==> src/rtl/trig_seq.sv <==
// Multi-stage trigger sequencer for the logic-analyser capture path.
// Per-channel level/edge qualifiers feed a stage matcher that a small FSM steps through.
module trig_seq #(
  parameter int CH_NUM = 8,
  parameter int STAGES = 4,
  parameter int CNT_W  = 8,
  parameter int CH_W   = 3,
  parameter int ST_W   = 2
) (
  input  logic              CLK,
  input  logic              nRST,
  input  logic              EN,
  input  logic [CH_NUM-1:0] Xin,
  input  logic              wEN,
  input  logic              wCntEN,
  input  logic [ST_W-1:0]   wSTAGE,
  input  logic [CH_W-1:0]   wCH,
  input  logic [3:0]        wCMD,
  input  logic [CNT_W-1:0]  wCNT,
  input  logic              SetInit,
  output logic              ResTri,
  output logic [ST_W-1:0]   Stage,
  output logic              Armed
);

  typedef enum logic [1:0] {IDLE, ARMED, TRIGGERED} state_t;

  state_t             state_reg;
  logic [ST_W-1:0]    stage_reg;
  logic [CNT_W-1:0]   hits_reg;
  logic               res_tri_reg;
  logic               armed_reg;

  logic [CH_NUM-1:0]  x_new_reg;
  logic [CH_NUM-1:0]  x_old_reg;

  // Qualifier kept as {enable, pattern[1:0]}; wCMD[2] carries no meaning.
  logic [2:0]         qual_reg [STAGES][CH_NUM];
  logic [CNT_W-1:0]   cnt_reg  [STAGES];

  logic [STAGES-1:0]  stage_hit;
  logic               cur_hit;
  logic [CNT_W-1:0]   cur_cnt;
  logic [CNT_W-1:0]   cur_need;
  logic [CNT_W:0]     hits_inc;
  logic               need_more;
  logic               cmd_unused;

  assign cmd_unused = wCMD[2];

  always_ff @(posedge CLK or negedge nRST) begin
    if (!nRST) begin
      x_new_reg <= '0;
      x_old_reg <= '0;
    end else begin
      x_new_reg <= Xin;
      x_old_reg <= x_new_reg;
    end
  end

  // Out-of-range stage/channel selects match no entry, so such writes drop out.
  always_ff @(posedge CLK or negedge nRST) begin
    if (!nRST) begin
      for (int s = 0; s < STAGES; s++) begin
        cnt_reg[s] <= '0;
        for (int c = 0; c < CH_NUM; c++) qual_reg[s][c] <= '0;
      end
    end else begin
      for (int s = 0; s < STAGES; s++) begin
        if (wCntEN && (wSTAGE == ST_W'(s))) cnt_reg[s] <= wCNT;
        for (int c = 0; c < CH_NUM; c++) begin
          if (wEN && (wSTAGE == ST_W'(s)) && (wCH == CH_W'(c)))
            qual_reg[s][c] <= {wCMD[3], wCMD[1:0]};
        end
      end
    end
  end

  genvar gi, gj;
  generate
    for (gi = 0; gi < STAGES; gi++) begin : g_stage
      logic [CH_NUM-1:0] ch_hit;
      for (gj = 0; gj < CH_NUM; gj++) begin : g_ch
        assign ch_hit[gj] = !qual_reg[gi][gj][2] ||
                            ({x_old_reg[gj], x_new_reg[gj]} == qual_reg[gi][gj][1:0]);
      end
      assign stage_hit[gi] = &ch_hit;
    end
  endgenerate

  always_comb begin
    cur_hit = 1'b0;
    cur_cnt = '0;
    for (int s = 0; s < STAGES; s++) begin
      if (stage_reg == ST_W'(s)) begin
        cur_hit = stage_hit[s];
        cur_cnt = cnt_reg[s];
      end
    end
  end

  assign cur_need  = (cur_cnt == '0) ? CNT_W'(1) : cur_cnt;
  assign hits_inc  = {1'b0, hits_reg} + (CNT_W + 1)'(1);
  assign need_more = hits_inc < {1'b0, cur_need};

  always_ff @(posedge CLK or negedge nRST) begin
    if (!nRST) begin
      state_reg   <= IDLE;
      stage_reg   <= '0;
      hits_reg    <= '0;
      res_tri_reg <= 1'b0;
      armed_reg   <= 1'b0;
    end else if (!EN) begin
      state_reg   <= IDLE;
      stage_reg   <= '0;
      hits_reg    <= '0;
      res_tri_reg <= 1'b0;
      armed_reg   <= 1'b0;
    end else if (SetInit && (state_reg != IDLE)) begin
      state_reg   <= ARMED;
      stage_reg   <= '0;
      hits_reg    <= '0;
      res_tri_reg <= 1'b0;
      armed_reg   <= 1'b1;
    end else begin
      case (state_reg)
        IDLE: begin
          state_reg <= ARMED;
          armed_reg <= 1'b1;
        end
        ARMED: begin
          if (cur_hit) begin
            if (need_more) begin
              hits_reg <= hits_inc[CNT_W-1:0];
            end else if (stage_reg != ST_W'(STAGES - 1)) begin
              stage_reg <= stage_reg + ST_W'(1);
              hits_reg  <= '0;
            end else begin
              state_reg   <= TRIGGERED;
              res_tri_reg <= 1'b1;
              armed_reg   <= 1'b0;
            end
          end
        end
        TRIGGERED: begin
          res_tri_reg <= 1'b1;
          armed_reg   <= 1'b0;
        end
        default: begin
          state_reg   <= IDLE;
          stage_reg   <= '0;
          hits_reg    <= '0;
          res_tri_reg <= 1'b0;
          armed_reg   <= 1'b0;
        end
      endcase
    end
  end

  assign ResTri = res_tri_reg;
  assign Stage  = stage_reg;
  assign Armed  = armed_reg;

endmodule

==> config.mk <==
export PLATFORM = sky130hd
export DESIGN_NAME = trig_seq
export DESIGN_NICKNAME = d
export VERILOG_FILES = /design/src/rtl/trig_seq.sv
export SDC_FILE = /design/constraint.sdc
export NUM_CORES = 1
export LEC_CHECK = 0
export ABC_AREA = 1
export BUFFER_PORTS_ARGS = -buffer_cell sky130_fd_sc_hd__buf_2
export CAP_MARGIN = 20
export CELL_PAD_IN_SITES_DETAIL_PLACEMENT = 1
export CELL_PAD_IN_SITES_GLOBAL_PLACEMENT = 1
export CORE_MARGIN = 3
export CORE_UTILIZATION = 40
export DETAILED_ROUTE_END_ITERATION = 8
export GPL_ROUTABILITY_DRIVEN = 0
export PLACE_DENSITY_LB_ADDON = 0.1
export SETUP_SLACK_MARGIN = 0.3
export SLEW_MARGIN = 0
export SYNTH_ARGS = -nofsm -noshare
export SYNTH_HDL_FRONTEND = slang
export SYNTH_SLANG_ARGS = --single-unit
==> constraint.sdc <==
create_clock -name CLK -period 3.75 [get_ports CLK]
set_input_delay 0.375 -clock CLK [delete_from_list [all_inputs] [get_ports CLK]]
set_output_delay 0.375 -clock CLK [all_outputs]
set_load 0.02 [all_outputs]
==> results of run 1 <==
[through the flow]
step,instances,hold WS (ns),utilization,setup slack [ns],area (µm²)
after global routing,1310,0.03150,0.4665,0.4359,8843
final,1310,0.01459,0.4665,0.6854,8843
after floorplan,996,0.07941,-,1.178,7809
after CTS,1310,0.02868,0.4665,0.6602,8843
after detailed placement,1278,0.4637,0.4356,0.6817,8257
after global placement,1278,0.4549,0.4356,0.7713,8257
[area by class of cell]
cell class	instances	area, µm²	area share
flip-flops and latches	158	3954	0.4471
multi-input cells	712	3349	0.3787
clock buffers	22	474.2	0.05362
inverters	109	411.6	0.04655
well taps	260	325.3	0.03679
repair buffers	39	216.5	0.02448
clock inverters	10	112.6	0.01273
[metal layers]
| metal | global-route usage | up-vias |
|---|---|---|
| met3 | 0.03768 | 25 |
| met2 | 0.2961 | 76 |
| met4 | 0.06458 | 0 |
| li1 | - | 3212 |
| met5 | 0 | - |
| met1 | 0.2825 | 3095 |
[critical path: stages (launching register included)]
cell      delay (ns)
dfrtp_1         0.41
inv_1           0.09
ha_1            0.37
nor2_1          0.40
nand2_1         0.10
a21o_1          0.17
nand2_1         0.07
inv_1           0.05
ha_1            0.26
nand2_1         0.09
nor2_1          0.06
a211oi_1        0.16
nor2_1          0.10
nor2_4          0.13
nand3_4         0.22
nand3_1         0.17
nand2_1         0.07
nand2_1         0.06
[cell usage after synthesis (all sizes together)]
master,number
o21ai,120
nor2,77
xor2,7
a21boi,10
a21oi,33
clkinv,1
xnor2,25
ha,16
nor3,11
a21o,1
buf,6
nor3b,1
nand4,7
dfrtp,158
nand3,23
nand2,380
clkbuf,11
a211oi,1
inv,108
[power by group through the flow]
stage                     clock (mW)  combinational [mW]  sequential (mW)
after floorplan                    0               0.996             2.21
after global placement             0                1.33             2.23
after detailed placement           0                1.38             2.24
after CTS                       1.76                1.39             2.22
after global routing            1.84                1.60             2.26
final                           1.73                1.36             2.21
[kinds of logic after synthesis]
family          Yosys count
xor+xnor                 32
compound gates          165
buf+inv                 126
flops                   158
fa+ha+maj                16
simple gates            499
[final timing paths]
check / end / slack [ns] / cells past startpoint / startpoint
min: x_new_reg[3]$_DFF_PN0_ / 0.01 / 1 / nRST
max in group asynchronous: cnt_reg[28]$_DFFE_PN0P_ / 2.72 / 2 / nRST
min in group CLK: x_new_reg[6]$_DFF_PN0_ / 0.05 / 1 / Xin[6]
max: state_reg[1]$_DFFE_PN0P_ / 0.69 / 17 / Stage[1]$_DFFE_PN0P_
min reg2reg: ResTri$_DFFE_PN0P_ / 0.47 / 2 / ResTri$_DFFE_PN0P_
max reg2reg: state_reg[1]$_DFFE_PN0P_ / 0.69 / 17 / Stage[1]$_DFFE_PN0P_
==> impl_metrics.csv, run 1 <==
group,metric,value,unit
status,status,"complete, no violations",
yosys,yosys.area_share.simple,0.2528,
setup_path,cp_max_fo,17,
yosys,ys_warn_count,0,
pwr,swShare,0.3331,
clock_tree,root_buffer,"clkbuf_16",
floorplanning,die_h,145.7,µm
yosys,synthXorXnorAreaFrac,0.03589,
clock_tree,cts_resized,0,
pwr,powerDensity,599.0,nW/µm²
pwr,ir_drop,366.9,µV
final_layout,final_common_cell,"nand2_1",
placement,dp_hpwl,13580,µm
yosys,synth-seq-cells,158,
final_layout,n_antenna_cell,0,
timing,finClkSkew,0.009512,ns
pwr,finalPower,5.298,mW
final_layout,nets,1084,
detailed_routing,via_per_inst,4.892,
yosys,synth_mux_area_frac,0,
detailed_routing,drc,0,
clock_tree,clock-sinks,158,
clock_tree,clock_path_buffers,2,
setup_path,end_kind,"flip-flop",
pwr,p_leak,4.451,nW
clock_tree,htree_num_levels,4,
clock_tree,clkTransAtPathRegs,0.07,ns
global_routing,grt.total_usage,0.1953,
timing,timing.fmax,0.3263,GHz
yosys,synth_fp_nets,1043,
clock_tree,worstSkewPairLatency,0.43,ns
clock_tree,numCtsBuffers,17,
clock_tree,tritoncts,"built",
detailed_routing,met2_length,8686,µm
yosys,yosys.area.top_type,"dfrtp_1",
final_layout,layout_common_cells,"nand2_1, dfrtp_1, o21ai_0, inv_1, nor2_1",
pwr,p_int,3.533,mW
yosys,synth.distinct_cells,30,
detailed_routing,highest_layer,"met4",
floorplanning,dieArea,21230,µm²
timing,finalSetupViolCount,0,
setup_path,critical_path_class,"reg -> reg",
pwr,clkPwrFrac,0.326,
clock_tree,ctsHoldBuffers,0,
floorplanning,pin_count,35,
timing,worst_pin_slew,1.032,ns
pwr,power.share.combinational,0.256,
detailed_routing,wirelength_met1,10030,µm
job,cap_violations,0,
final_layout,largest_reg_flops,96,
floorplanning,core,18960,µm²
final_layout,area_delta_synth_final,13.25,%
floorplanning,die_width,145.7,µm
detailed_routing,vias,6408,
timing,fin_setup_tns,0,ns
worst_hold_path,worstHoldPathType,"in -> async",
detailed_routing,dr_wl_met3,646,µm
setup_path,critPathLaunchType,"flip-flop",
yosys,netlist_top_cells_area,"dfrtp_1, nand2_1, o21ai_0, inv_1, nor2_1",
yosys,synth_cells,996,
timing,fin_crit_sh,0.8172,
yosys,synth_compound_area_frac,0.1139,
global_routing,grt_antenna_before_repair,0,
yosys,syn_avg_cell_area,7.840,µm²
detailed_routing,drtAntennaViolNets,0,
yosys,synth_top_area_frac,0.5063,
yosys,synth_top_family_by_area,"simple AND/OR/NAND/NOR gates",
detailed_routing,first_pass_iters,4,
final_layout,drive_above_1_share,0.08476,
timing,final_hold_viol_count,0,
floorplanning,start_util,0.4119,
timing,slew_headroom,0.3113,
pwr,p_switching,1.764,mW
detailed_routing,wire_per_inst,15.08,µm
global_routing,grt_max_degree,88,
global_routing,grt_pass1_vias,6434,
placement,port_buffers,33,
setup_path,required,4.11,ns
clock_tree,cts_setup_buffers,0,
yosys,seq_area_frac_synth,0.5063,
timing,min_period,3.065,ns
timing,rsz0062_at_grt,"false",
global_routing,grt_pass1_wl,33240,µm
timing,drv_slew,0,
global_routing,grt_overflow,0,
setup_path,cp.arrival,3.42,ns
yosys,synth_fa_ha_area_frac,0.02564,
final_layout,nFillCells,2379,
detailed_routing,drt-initial-drc-count,336,
detailed_routing,routed_wl,19750,µm
pwr,p_seq_frac,0.418,
floorplanning,num_rows,50,
yosys,synth_area,7809,µm²
Power figures use the tool's default switching activity.
==> inputs of run 2 (changes only) <==
- clock period: 3.75 -> 2.7 ns (I/O delays scaled with it)
==> run 2 against run 1 <==
Effect of this change: the flow now finishes with violations (negative setup slack); count of clock-buffer cells in the layout decreased by 1; design area increased by 6.7%; clock skew is 0.0024 ns higher; first-iteration DRC count decreased by 5.1%; critical path type unchanged.
==> impl_metrics.csv, run 2 (synthesis results as in run 1) <==
group,metric,value,unit
status,status,"finished with violations",
status,violations,"negative setup slack",
clock_tree,clock-sinks,158,
setup_path,max_stage_delay,0.46,ns
detailed_routing,routed_wl,21070,µm
clock_tree,clkTransAtPathRegs,0.07,ns
worst_hold_path,hold_path_startpoint,"wCNT[6]",
worst_hold_path,worstHoldPathType,"in -> reg",
job,cap_violations,0,
pwr,swShare,0.3499,
global_routing,grt_max_degree,65,
global_routing,grt_overflow,0,
timing,final_hold_viol_count,0,
final_layout,fin_area,9437,µm²
floorplanning,die_width,145.7,µm
setup_path,critPathLaunchType,"flip-flop",
placement,port_buffers,33,
final_layout,final_util,0.4978,
timing,finClkSkew,0.01193,ns
clock_tree,worstSkewPairLatency,0.44,ns
setup_path,rr_startpoint,"Stage[0]$_DFFE_PN0P_",
detailed_routing,drt-initial-drc-count,319,
global_routing,grt_pass1_vias,6703,
detailed_routing,drc,0,
setup_path,required,3.02,ns
global_routing,gr-usage-met2,0.3152,
global_routing,use_met3,0.03924,
setup_path,critPathSlowestCell,"dfrtp_2",
clock_tree,htree_num_levels,4,
pwr,power.share.combinational,0.312,
global_routing,grt_pass1_wl,34110,µm
detailed_routing,drtAntennaViolNets,0,
pwr,p_leak,4.696,nW
clock_tree,tritoncts,"built",
pwr,clkPwrFrac,0.300,
final_layout,final_common_cell,"nand2_1",
global_routing,gr-usage-met1,0.2849,
floorplanning,dieArea,21230,µm²
final_layout,n_antenna_cell,0,
pwr,ir_drop,466.5,µV
setup_path,worstPathCellList,"inv_4 > ha_4 > buf_4 > a21oi_2 > a21o_1 > nand2_1 > inv_1 > ha_1 > nand2_2 > nor2_1 > a211oi_2 > nor2_2 > nor2_4 > buf_4 > nand3_4 > nand4_1 > nand2_1",
floorplanning,pin_count,35,
pwr,p_seq_frac,0.387,
final_layout,largest_reg_flops,96,
timing,min_period,2.730,ns
detailed_routing,first_pass_iters,4,
detailed_routing,vias,6531,
floorplanning,die_h,145.7,µm
clock_tree,clock_path_buffers,2,
final_layout,layout_common_cells,"nand2_1, dfrtp_1, o21ai_0, inv_1, nor2_1",
placement,placed_cell_area,8414,µm²
final_layout,area_delta_synth_final,20.85,%
timing,rsz0062_at_grt,"true",
global_routing,grt_antenna_before_repair,0,
pwr,p_switching,2.783,mW
setup_path,cp.buffers_inverters,4,
pwr,p_int,5.170,mW
floorplanning,core,18960,µm²
final_layout,drive_above_1_share,0.1473,
timing,slew_headroom,0.5734,
timing,finalSetupViolCount,4,
floorplanning,start_util,0.4119,
floorplanning,num_rows,50,
clock_tree,root_buffer,"clkbuf_16",
setup_path,cp.arrival,3.05,ns
timing,fin_setup_tns,-0.07570,ns
setup_path,critPathLaunch,"Stage[0]$_DFFE_PN0P_",
timing,fin_crit_sh,1.011,
clock_tree,numCtsBuffers,17,
timing,drv_slew,0,
detailed_routing,wire_per_inst,15.58,µm
setup_path,path_delay_family,"simple AND/OR/NAND/NOR gates",
global_routing,busiest_layer,"met2",
timing,timing.fmax,0.3664,GHz
setup_path,end_kind,"flip-flop",
setup_path,cp_max_fo,8,
placement,dp_hpwl,13570,µm
timing,worst_pin_slew,0.6399,ns
final_layout,nets,1127,
setup_path,critical_path_class,"reg -> reg",
pwr,powerDensity,842.8,nW/µm²
global_routing,grt.total_usage,0.2006,
timing,worst_slack,-0.02959,ns
detailed_routing,via_per_inst,4.827,
==> run 2: area by class of cell <==
class	instances	area, µm²
clock inverters	11	107.6
flip-flops and latches	158	3956
fillers	2324	9519
inverters	109	421.7
clock buffers	21	470.5
multi-input cells	713	3556
well taps	260	325.3
repair buffers	81	599.3
==> run 2: metal layers <==
metal | wire, µm | vias up
met4 | 237 | 0
met5 | 0 | -
met3 | 387 | 19
met2 | 9859 | 48
met1 | 10590 | 3174
li1 | - | 3290
==> run 2: tightest hold or removal path, stage by stage <==
cell,delay (ns)
buf_2,0.07
inv_1,0.05
o21ai_0,0.14
==> run 2: final timing paths <==
| kind | endpoint | slack [ns] | cells past startpoint |
|---|---|---|---|
| worst max-delay path | Stage[0]$_DFFE_PN0P_ | -0.03 | 17 |
| worst min-delay path | cnt_reg[22]$_DFFE_PN0P_ | 0.13 | 3 |
| worst max register to register | Stage[0]$_DFFE_PN0P_ | -0.03 | 17 |
| worst min register to register | qual_reg[65]$_DFFE_PN0P_ | 0.48 | 2 |
| max in group asynchronous | qual_reg[30]$_DFFE_PN0P_ | 1.57 | 3 |
| min in group asynchronous | qual_reg[60]$_DFFE_PN0P_ | 0.40 | 2 |
==> run 2: power groups by stage <==
stage,sequential (mW),clock (mW),combinational [mW]
floorplan,3.08,0,1.44
global placement,3.10,0,1.97
detailed placement,3.12,0,2.02
CTS,3.08,2.44,2.12
global route,3.14,2.56,2.81
finish,3.08,2.39,2.48
==> run 2: what timing repair did <==
action / in CTS / in global routing
endpoints found under the hold margin: 70 / 0
setup buffers: 7 / 15
gates resized for setup: 0 / 42
gates cloned: 0 / 1
pin swaps: 1 / 13
hold buffers: 9 / 0
endpoints found under the setup margin: 14 / 14
==> run 2: metrics by stage <==
stage / hold WS [ns] / setup slack, ns / power, mW / std cells
global route: 0.1350 / -0.1579 / 8.505 / 1353
CTS: 0.1283 / 0.02613 / 7.639 / 1337
finish: 0.1337 / -0.02959 / 7.953 / 1353
detailed placement: 0.3227 / 0.003829 / 5.142 / 1289
global placement: 0.3242 / 0.05048 / 5.071 / 1289
floorplan: -0.02559 / 0.2585 / 4.515 / 996
